**src/rtl/mem_bus_unit_pkg.sv**
```systemverilog
// Shared types and constants for the load/store bus master.
package mem_bus_unit_pkg;

    localparam int unsigned MEM_ADDR_W = 32;
    localparam int unsigned MEM_DATA_W = 32;
    localparam int unsigned MEM_BE_W   = 4;
    localparam int unsigned MEM_TMO_W  = 16;

    localparam logic [1:0] MEM_UNIT_BYTE = 2'b00;
    localparam logic [1:0] MEM_UNIT_HALF = 2'b01;
    localparam logic [1:0] MEM_UNIT_WORD = 2'b10;

    typedef enum logic [1:0] {
        MEM_FAULT_NONE       = 2'd0,
        MEM_FAULT_MISALIGNED = 2'd1,
        MEM_FAULT_ACCESS     = 2'd2
    } mem_fault_t;

    typedef enum logic [1:0] {
        MEM_BUS_IDLE = 2'd0,
        MEM_BUS_ADDR = 2'd1,
        MEM_BUS_RESP = 2'd2,
        MEM_BUS_DONE = 2'd3
    } mem_bus_state_t;

    // Address-phase payload held stable on the bus until accepted.
    typedef struct packed {
        logic [MEM_ADDR_W-1:0] addr;
        logic                  we;
        logic [MEM_BE_W-1:0]   be;
        logic [MEM_DATA_W-1:0] wdata;
    } mem_bus_req_t;

endpackage

```
**src/rtl/mem_lane_align.sv**
```systemverilog
// Byte-lane steering for stores and alignment check for all accesses.
module mem_lane_align
    import mem_bus_unit_pkg::*;
(
    input  logic [1:0]            addr_lo_i,
    input  logic [1:0]            unit_i,
    input  logic [MEM_DATA_W-1:0] wd_i,
    output logic [MEM_BE_W-1:0]   be_c,
    output logic [MEM_DATA_W-1:0] wdata_c,
    output logic                  misaligned_c
);

    // Lane enables, replicated store data and misalignment per access size.
    always_comb begin
        be_c         = '0;
        wdata_c      = '0;
        misaligned_c = 1'b0;
        case (unit_i)
            MEM_UNIT_BYTE: begin
                be_c    = 4'b0001 << addr_lo_i;
                wdata_c = {4{wd_i[7:0]}};
            end
            MEM_UNIT_HALF: begin
                be_c         = 4'b0011 << {addr_lo_i[1], 1'b0};
                wdata_c      = {2{wd_i[15:0]}};
                misaligned_c = addr_lo_i[0];
            end
            MEM_UNIT_WORD: begin
                be_c         = 4'b1111;
                wdata_c      = wd_i;
                misaligned_c = |addr_lo_i;
            end
            default: begin
                misaligned_c = 1'b1;
            end
        endcase
    end

endmodule

```
**src/rtl/mem_bus_unit.sv**
```systemverilog
// Load/store bus master: alignment check, valid/ready address phase,
// rvalid response phase, timeout, and lane-shifted read return.
module mem_bus_unit
    import mem_bus_unit_pkg::*;
#(
    parameter int unsigned TIMEOUT_CYCLES = 255
) (
    input  logic                  clk,
    input  logic                  reset,
    input  logic                  req,
    input  logic                  we,
    input  logic [MEM_ADDR_W-1:0] addr,
    input  logic [MEM_DATA_W-1:0] wd,
    input  logic [1:0]            unit,
    output logic [MEM_DATA_W-1:0] rd,
    output logic                  busy,
    output logic                  done,
    output logic                  fault,
    output mem_fault_t            fault_code,
    output logic [MEM_ADDR_W-1:0] fault_addr,
    output logic                  bus_valid,
    input  logic                  bus_ready,
    output logic [MEM_ADDR_W-1:0] bus_addr,
    output logic                  bus_we,
    output logic [MEM_BE_W-1:0]   bus_be,
    output logic [MEM_DATA_W-1:0] bus_wdata,
    input  logic                  bus_rvalid,
    input  logic [MEM_DATA_W-1:0] bus_rdata
);

    localparam logic [MEM_TMO_W-1:0] TMO_LAST = MEM_TMO_W'(TIMEOUT_CYCLES - 32'd1);

    mem_bus_state_t        state_q, state_d;
    mem_bus_req_t          breq_q, breq_d;
    mem_fault_t            code_q, code_d;
    logic [MEM_TMO_W-1:0]  cnt_q, cnt_d;
    logic [MEM_DATA_W-1:0] rd_q, rd_d;
    logic [MEM_ADDR_W-1:0] fault_addr_q, fault_addr_d;
    logic                  busy_q, busy_d;
    logic                  done_q, done_d;
    logic                  fault_q, fault_d;
    logic                  valid_q, valid_d;

    logic [MEM_BE_W-1:0]   be_c;
    logic [MEM_DATA_W-1:0] wdata_c;
    logic                  misaligned_c;
    logic [MEM_DATA_W-1:0] rdata_shift_c;
    logic                  tmo_c;

    mem_lane_align u_lane_align (
        .addr_lo_i    (addr[1:0]),
        .unit_i       (unit),
        .wd_i         (wd),
        .be_c         (be_c),
        .wdata_c      (wdata_c),
        .misaligned_c (misaligned_c)
    );

    // fault_addr holds the captured address, so its low bits select the read lane.
    assign rdata_shift_c = bus_rdata >> {fault_addr_q[1:0], 3'b000};
    assign tmo_c         = (cnt_q == TMO_LAST);

    // Next-state and registered-output logic.
    always_comb begin
        state_d      = state_q;
        breq_d       = breq_q;
        code_d       = MEM_FAULT_NONE;
        cnt_d        = cnt_q;
        rd_d         = rd_q;
        fault_addr_d = fault_addr_q;
        done_d       = 1'b0;
        fault_d      = 1'b0;
        valid_d      = valid_q;
        case (state_q)
            MEM_BUS_IDLE: begin
                if (req) begin
                    fault_addr_d = addr;
                    if (misaligned_c) begin
                        state_d = MEM_BUS_DONE;
                        done_d  = 1'b1;
                        fault_d = 1'b1;
                        code_d  = MEM_FAULT_MISALIGNED;
                    end else begin
                        state_d      = MEM_BUS_ADDR;
                        valid_d      = 1'b1;
                        breq_d.addr  = {addr[MEM_ADDR_W-1:2], 2'b00};
                        breq_d.we    = we;
                        breq_d.be    = be_c;
                        breq_d.wdata = wdata_c;
                        cnt_d        = '0;
                    end
                end
            end
            MEM_BUS_ADDR: begin
                cnt_d = cnt_q + MEM_TMO_W'(1);
                if (bus_ready && bus_rvalid) begin
                    state_d = MEM_BUS_DONE;
                    valid_d = 1'b0;
                    done_d  = 1'b1;
                    if (!breq_q.we) begin
                        rd_d = rdata_shift_c;
                    end
                end else if (tmo_c) begin
                    state_d = MEM_BUS_DONE;
                    valid_d = 1'b0;
                    done_d  = 1'b1;
                    fault_d = 1'b1;
                    code_d  = MEM_FAULT_ACCESS;
                end else if (bus_ready) begin
                    state_d = MEM_BUS_RESP;
                    valid_d = 1'b0;
                end
            end
            MEM_BUS_RESP: begin
                cnt_d = cnt_q + MEM_TMO_W'(1);
                if (bus_rvalid) begin
                    state_d = MEM_BUS_DONE;
                    done_d  = 1'b1;
                    if (!breq_q.we) begin
                        rd_d = rdata_shift_c;
                    end
                end else if (tmo_c) begin
                    state_d = MEM_BUS_DONE;
                    done_d  = 1'b1;
                    fault_d = 1'b1;
                    code_d  = MEM_FAULT_ACCESS;
                end
            end
            MEM_BUS_DONE: begin
                state_d = MEM_BUS_IDLE;
            end
            default: begin
                state_d = MEM_BUS_IDLE;
                valid_d = 1'b0;
            end
        endcase
        busy_d = (state_d != MEM_BUS_IDLE);
    end

    // State and output registers with synchronous active-low reset.
    always_ff @(posedge clk) begin
        if (!reset) begin
            state_q      <= MEM_BUS_IDLE;
            breq_q       <= '0;
            code_q       <= MEM_FAULT_NONE;
            cnt_q        <= '0;
            rd_q         <= '0;
            fault_addr_q <= '0;
            busy_q       <= 1'b0;
            done_q       <= 1'b0;
            fault_q      <= 1'b0;
            valid_q      <= 1'b0;
        end else begin
            state_q      <= state_d;
            breq_q       <= breq_d;
            code_q       <= code_d;
            cnt_q        <= cnt_d;
            rd_q         <= rd_d;
            fault_addr_q <= fault_addr_d;
            busy_q       <= busy_d;
            done_q       <= done_d;
            fault_q      <= fault_d;
            valid_q      <= valid_d;
        end
    end

    assign rd         = rd_q;
    assign busy       = busy_q;
    assign done       = done_q;
    assign fault      = fault_q;
    assign fault_code = code_q;
    assign fault_addr = fault_addr_q;
    assign bus_valid  = valid_q;
    assign bus_addr   = breq_q.addr;
    assign bus_we     = breq_q.we;
    assign bus_be     = breq_q.be;
    assign bus_wdata  = breq_q.wdata;

endmodule

```
**config.mk**
```make
export PLATFORM = sky130hd
export DESIGN_NAME = mem_bus_unit
export DESIGN_NICKNAME = d
export VERILOG_FILES = /design/src/rtl/mem_bus_unit_pkg.sv /design/src/rtl/mem_lane_align.sv /design/src/rtl/mem_bus_unit.sv
export SDC_FILE = /design/constraint.sdc
export NUM_CORES = 1
export LEC_CHECK = 0
export CORE_AREA = 3 3 182 140
export DETAILED_ROUTE_END_ITERATION = 10
export DIE_AREA = 0 0 185 143
export GPL_TIMING_DRIVEN = 1
export PLACE_DENSITY = 0.53
export SYNTH_ARGS = -nofsm -noshare
export SYNTH_HDL_FRONTEND = slang
export SYNTH_SLANG_ARGS = --single-unit
```
**constraint.sdc**
```tcl
create_clock -name clk -period 3 [get_ports clk]
set_input_delay 0.45 -clock clk [delete_from_list [all_inputs] [get_ports clk]]
set_output_delay 0.45 -clock clk [all_outputs]
set_load 0.02 [all_outputs]
```
==> flow_metrics.env, run 1 <==
export IMPL_drv_cap=0
export IMPL_nFillCells=2373
export IMPL_clk_pin_slew_worst_paths_ps=70
export IMPL_power_mw=8.18
export IMPL_fin_tns_setup_ps=0
export IMPL_grtUsageMet2=0.256
export IMPL_multiInputGateArea_um2=3460
export IMPL_wire_per_inst_um=17.1
export IMPL_grt_pass1_vias=6118
export IMPL_rsz0062_at_grt="false"
export IMPL_vias=6296
export IMPL_firstDrtPassIters=4
export IMPL_start_util=0.289
export IMPL_cpMaxStageDelayCell="or3b_4"
export IMPL_die_area_um2=26500
export IMPL_dp_hpwl_mm=16.4
export IMPL_arrival_ps=2670
export IMPL_pin_count=243
export IMPL_status="finished, final reports clean"
export IMPL_diodes=0
export IMPL_hold_violations=0
export IMPL_seq_area_um2=3100
export IMPL_die_x_um=185
export IMPL_synth_warnings=0
export IMPL_cpPeakStageDelay_ps=560
export IMPL_power_leakage_nw=3.86
export IMPL_grt_overflow_total=0
export IMPL_clockRootBuffer="clkbuf_16"
export IMPL_vdd_drop_max_mv=0.380
export IMPL_power_density_nw_per_um2=799
export IMPL_synth_cell_types=53
export IMPL_ys_async_sr_fraction=0
export IMPL_grt_pass1_wl_mm=35.3
export IMPL_fin_crit_sh=0.770
export IMPL_cts_post_setup_buffers_inserted=0
export IMPL_portBuffers=240
export IMPL_cp_cell_sequence="inv_1 -> ha_1 -> a22o_2 -> or3b_4 -> or3_1 -> a21boi_1"
export IMPL_gr_usage_all_layers=0.170
export IMPL_via_per_inst=4.74
export IMPL_use_met3=0.0514
export IMPL_finalWirelength_mm=22.7
export IMPL_crit_type="reg -> reg"
export IMPL_grt_busiest_layer="met2"
export IMPL_antenna_found_initial=1
export IMPL_ctsHoldBuffers=0
export IMPL_synth_avg_cell_area_um2=8.73
export IMPL_finalSetupViolations=0
export IMPL_drc=0
export IMPL_cts_num_sinks=155
export IMPL_drtIter0Drc=313
export IMPL_design_area_um2=10200
export IMPL_synth_top_flop_cell="dfxtp_1"
export IMPL_cts_tree="built"
export IMPL_cp_start_kind="flop"
export IMPL_worstPathRequired_ps=3360
export IMPL_synthToLayoutAreaGrowth_pct=48.9
export IMPL_critPathCaptureType="flop"
export IMPL_placed_area_um2=9620
export IMPL_die_y_um=143
export IMPL_relSlewSlack=0.594
export IMPL_final_nets=1120
export IMPL_drv_slew=0
export IMPL_syn_area_um2=6870
export IMPL_ant_nets=0
export IMPL_cts_path_max_buffers=2
export IMPL_synth_edff_count=0
export IMPL_ys_seq_area_frac=0.452
export IMPL_post_cts_resized=0
export IMPL_rows=49
export IMPL_htreeDepth=4
export IMPL_drive_gt1_frac=0.0753
export IMPL_fin_crit_ps=2310
export IMPL_cts_buffers=17
export IMPL_path_max_fanout=32
export IMPL_use_met1=0.241
export IMPL_grt_start_max_net_pins=63
export IMPL_worst_pin_slew_ps=607
export IMPL_fin_skew_ps=10.3
export IMPL_worstSkewPairLatency_ps=420
export IMPL_ys_seq_elements=155
export IMPL_place_congestion=0.809
export IMPL_fmax_ghz=0.433
export IMPL_worst_hold_path_type="reg -> reg"
export IMPL_finalWorstSetupSlack_ps=689
export IMPL_place_ws_ps=416
export IMPL_synthCells=787
export IMPL_core_area_um2=23800
-- registers in the layout, summed over array words and instances (netlist names) --
signal,count
fault_code,2
done,1
fault_addr,32
fault,1
bus_be,4
cnt_q,16
bus_valid,1
bus_wdata,32
rd,32
state_q,2
busy,1
bus_addr,30
bus_we,1
-- Yosys cell counts, drive strengths merged (2+ instances only) --
cell type  instances  area, um2
nand2            211        792
dfxtp            155       3100
a21boi            97        728
clkbuf            46        194
nor2              36        135
o211a             28        280
mux2i             24        240
a21oi             20        100
o211ai            17        128
buf               16        113
xnor2             15        131
nand3             13       65.1
o21ai             11       55.1
nor4              10       83.8
or3               10       62.6
a221o              8       80.1
mux2               8       90.1
nor3               8       45.0
ha                 7       87.6
inv                6       22.5
and2               5       31.3
nand4              4       25.0
nor2b              4       25.0
o221a              4       45.0
and4               3       26.3
nor3b              3       27.5
nand2b             2       12.5
o31ai              2       20.0
or4bb              2       22.5
-- logic make-up after synthesis --
kind of cell,share of synthesized area
AND/OR/NAND/NOR,0.203
AO/OA/AOI/OAI,0.217
flip-flops,0.452
buffers and inverters,0.0484
multiplexers,0.0481
XOR/XNOR,0.0191
adder cells (fa/ha/maj),0.0127
other,0.000546
-- cell usage in the layout (no fill, tap or decap), types with 3 or more instances in the layout --
cell,synthesis,routed
dfxtp_1,155,155
o21ai_0,6,6
a21oi_1,20,20
a221o_1,8,8
nor2_1,36,35
o21ai_1,5,4
clkbuf_1,43,3
nand4_1,4,4
clkdlybuf4s50_1,0,239
clkbuf_16,0,17
nand2_1,211,211
and4_1,3,3
ha_1,7,7
xnor2_1,15,15
o211a_1,28,28
clkbuf_8,2,3
nor3_1,7,7
a21boi_1,26,26
buf_4,4,20
nand3_1,13,13
o221a_2,4,4
bufinv_16,0,3
nor2b_1,4,4
or3_1,10,10
buf_12,0,5
nor4_1,8,8
a21boi_0,71,71
inv_1,6,6
o211ai_1,17,17
mux2_2,8,8
and2_1,5,5
mux2i_1,24,24
-- power breakdown --
part,switching [mW],internal (mW)
sequential,0.246,2.48
combinational,1.78,1.41
clock,0.881,1.38
total,2.91,5.27
-- cell type report --
class / instances / share of cell area
clock buffers: 23 / 0.0467
clock inverters: 9 / 0.0133
inverters: 7 / 0.00257
multi-input cells: 564 / 0.338
flip-flops and latches: 155 / 0.303
well taps: 306 / 0.0374
repair buffers: 264 / 0.258
-- final timing paths --
check                         startpoint                     end  slack, ps  cells after the start
hold reg to reg   bus_be[1]$_SDFFE_PN0P_  bus_be[1]$_SDFFE_PN0P_        450                      2
setup reg to reg   state_q[0]$_SDFF_PN0_     rd[17]$_SDFFE_PN0P_        690                      6
setup / recovery   state_q[0]$_SDFF_PN0_     rd[17]$_SDFFE_PN0P_        690                      6
hold / removal    bus_be[1]$_SDFFE_PN0P_  bus_be[1]$_SDFFE_PN0P_        450                      2
-- per-layer routing --
layer | wire (um) | share of wire
met1 | 11200 | 0.50
met4 | 109 | 0.0048
met5 | 13 | 0.00057
met3 | 1570 | 0.069
met2 | 9760 | 0.43
-- stage by stage --
step                cells  hold slack [ps]   util
floorplan             788              492      -
global route         1328              469  0.430
CTS                  1328              448  0.430
global placement     1296              438  0.404
finish               1328              447  0.430
detailed placement   1296              442  0.404
-- worst max-delay path: cells and delay by family (launching register included) --
| family | cells | cell delay, ps |
|---|---|---|
| and+or+nand+nor | 2 | 980 |
| adders and majority gates | 1 | 270 |
| DFF | 1 | 400 |
| AOI/OAI and AO/OA | 2 | 460 |
| buffers and inverters | 1 | 130 |
Power figures use the tool's default switching activity.
==> run 2, diff against run 1 <==
==> constraint.sdc (replaced) <==
create_clock -name clk -period 2.3 [get_ports clk]
set_input_delay 0.345 -clock clk [delete_from_list [all_inputs] [get_ports clk]]
set_output_delay 0.345 -clock clk [all_outputs]
set_load 0.02 [all_outputs]
==> run 2 against run 1 <==
Net effect:
- wire length up 0.67%
- critical endpoint is now fault_addr[1]
- final area up 1.4%
- non-clock buffer count up 8
- sequential power up 31%
- core utilization up 0.59 points
- power up 33%
- clock skew down 0.98 ps
==> flow_metrics.env, run 2 (synthesis gave the netlist of run 1 again) <==
export IMPL_route_met2_wl_mm=9.85
export IMPL_firstDrtPassIters=4
export IMPL_critPathCaptureType="primary output"
export IMPL_cpPeakStageDelay_ps=730
export IMPL_wire_per_inst_um=17.1
export IMPL_finalSetupViolations=0
export IMPL_design_area_um2=10400
export IMPL_fin_crit_ps=2170
export IMPL_hold_violations=0
export IMPL_core_area_um2=23800
export IMPL_relSlewSlack=0.553
export IMPL_placed_area_um2=9740
export IMPL_dp_hpwl_mm=16.7
export IMPL_ant_nets=0
export IMPL_die_area_um2=26500
export IMPL_fin_tns_setup_ps=0
export IMPL_antenna_found_initial=3
export IMPL_cp_start_kind="flop"
export IMPL_mostFrequentLayoutCell="clkdlybuf4s50_1"
export IMPL_via_per_inst=4.74
export IMPL_worst_hold_path_type="in -> reg"
export IMPL_gr_usage_all_layers=0.171
export IMPL_topRoutingLayerUsed="met5"
export IMPL_vias=6333
export IMPL_power_density_nw_per_um2=1050
export IMPL_cts_num_sinks=155
export IMPL_final_nets=1128
export IMPL_crit_type="reg -> out"
export IMPL_portBuffers=240
export IMPL_wl_met3_mm=1.56
export IMPL_drive_gt1_frac=0.0854
export IMPL_grt_pass1_vias=6174
export IMPL_hold_depth=2
export IMPL_pin_count=243
export IMPL_cts_post_setup_buffers_inserted=0
export IMPL_drc=0
export IMPL_grt_start_max_net_pins=63
export IMPL_grt_pass1_wl_mm=35.4
export IMPL_grt_overflow_total=0
export IMPL_cp_cell_sequence="clkdlybuf4s50_1"
export IMPL_finalWirelength_mm=22.8
export IMPL_rsz0062_at_grt="false"
export IMPL_clk_pin_slew_worst_paths_ps=70
export IMPL_start_util=0.289
export IMPL_path_depth=1
export IMPL_die_x_um=185
export IMPL_drv_slew=0
export IMPL_crit_family="buffers and inverters"
export IMPL_clockRootBuffer="clkbuf_16"
export IMPL_path_max_fanout=10
export IMPL_drtIter0Drc=296
export IMPL_worstSkewPairLatency_ps=420
export IMPL_cts_path_max_buffers=2
export IMPL_power_leakage_nw=3.93
export IMPL_place_ws_ps=58.4
export IMPL_drv_cap=0
export IMPL_fmax_ghz=0.462
export IMPL_finalWorstSetupSlack_ps=134
export IMPL_cts_tree="built"
export IMPL_status="finished, final reports clean"
export IMPL_worst_pin_slew_ps=669
export IMPL_ctsHoldBuffers=0
export IMPL_htreeDepth=4
export IMPL_cpMaxStageDelayCell="clkdlybuf4s50_1"
export IMPL_most_common_layout_cells="239 x clkdlybuf4s50_1, 211 x nand2_1, 155 x dfxtp_1"
export IMPL_cts_buffers=17
export IMPL_reg2regPathDepth=6
export IMPL_vdd_drop_max_mv=0.557
export IMPL_wl_met1_mm=11.2
export IMPL_die_y_um=143
export IMPL_post_cts_resized=0
export IMPL_synthToLayoutAreaGrowth_pct=51.0
export IMPL_rows=49
export IMPL_worstPathRequired_ps=1960
export IMPL_arrival_ps=1820
export IMPL_place_congestion=0.809
export IMPL_fin_crit_sh=0.942
export IMPL_crit_buf_inv=1
export IMPL_hold_ws_ps=404
export IMPL_fin_skew_ps=9.32
run 2: cell count changes in the layout (fill, tap and decap cells not counted), sizes merged:
cell    before  now
clkinv       4    7
diode        0    1
clkbuf      23   20
buf         25   33
run 2: final cells by class:
class	count	area, um2
clock inverter	12	163
inverter	7	26.3
fill	2322	13400
tap	306	383
timing repair buffer	272	2770
antenna	1	2.50
multi-input combinational	564	3460
sequential	155	3100
clock buffer	20	467
run 2: metrics by stage:
| stage | total power [mW] | cells | util |
|---|---|---|---|
| final | 10.9 | 1337 | 0.436 |
| after global placement | 7.99 | 1304 | 0.409 |
| after global routing | 11.5 | 1337 | 0.436 |
| after detailed placement | 8.01 | 1304 | 0.409 |
| after floorplan | 5.95 | 788 | - |
| after CTS | 11.1 | 1336 | 0.436 |
run 2: per-layer routing:
layer,vias to the layer above,GRT usage
li1,3177,-
met3,17,0.0499
met1,2968,0.242
met4,4,0.0446
met2,167,0.256
met5,-,0
run 2: worst paths after layout:
path	start	endpoint	slack, ps
worst max-delay path	fault_addr[1]$_SDFFE_PN0P_	fault_addr[1]	130
worst min-delay path	reset	rd[15]$_SDFFE_PN0P_	400
worst max register to register	state_q[0]$_SDFF_PN0_	rd[19]$_SDFFE_PN0P_	160
worst min register to register	bus_be[1]$_SDFFE_PN0P_	bus_be[1]$_SDFFE_PN0P_	450
run 2: where the power goes:
group          switching [mW]  internal, mW  leakage (nW)  total (mW)
combinational            2.38          1.98          2.36        4.36
clock                    1.19          1.81         0.303        3.00
sequential              0.317          3.23          1.27        3.55
total                    3.89          7.02          3.93        10.9
==> run 3, diff against run 2 <==
--- a/config.mk
+++ b/config.mk
@@ -5,6 +5,7 @@
 export SDC_FILE = /design/constraint.sdc
 export NUM_CORES = 1
 export LEC_CHECK = 0
+export ABC_CLOCK_PERIOD_IN_PS = 2300
 export CORE_AREA = 3 3 182 140
 export DETAILED_ROUTE_END_ITERATION = 10
 export DIE_AREA = 0 0 185 143
==> results of run 3 <==
The final DEF is identical to that of run 2; final timing and power are the same.
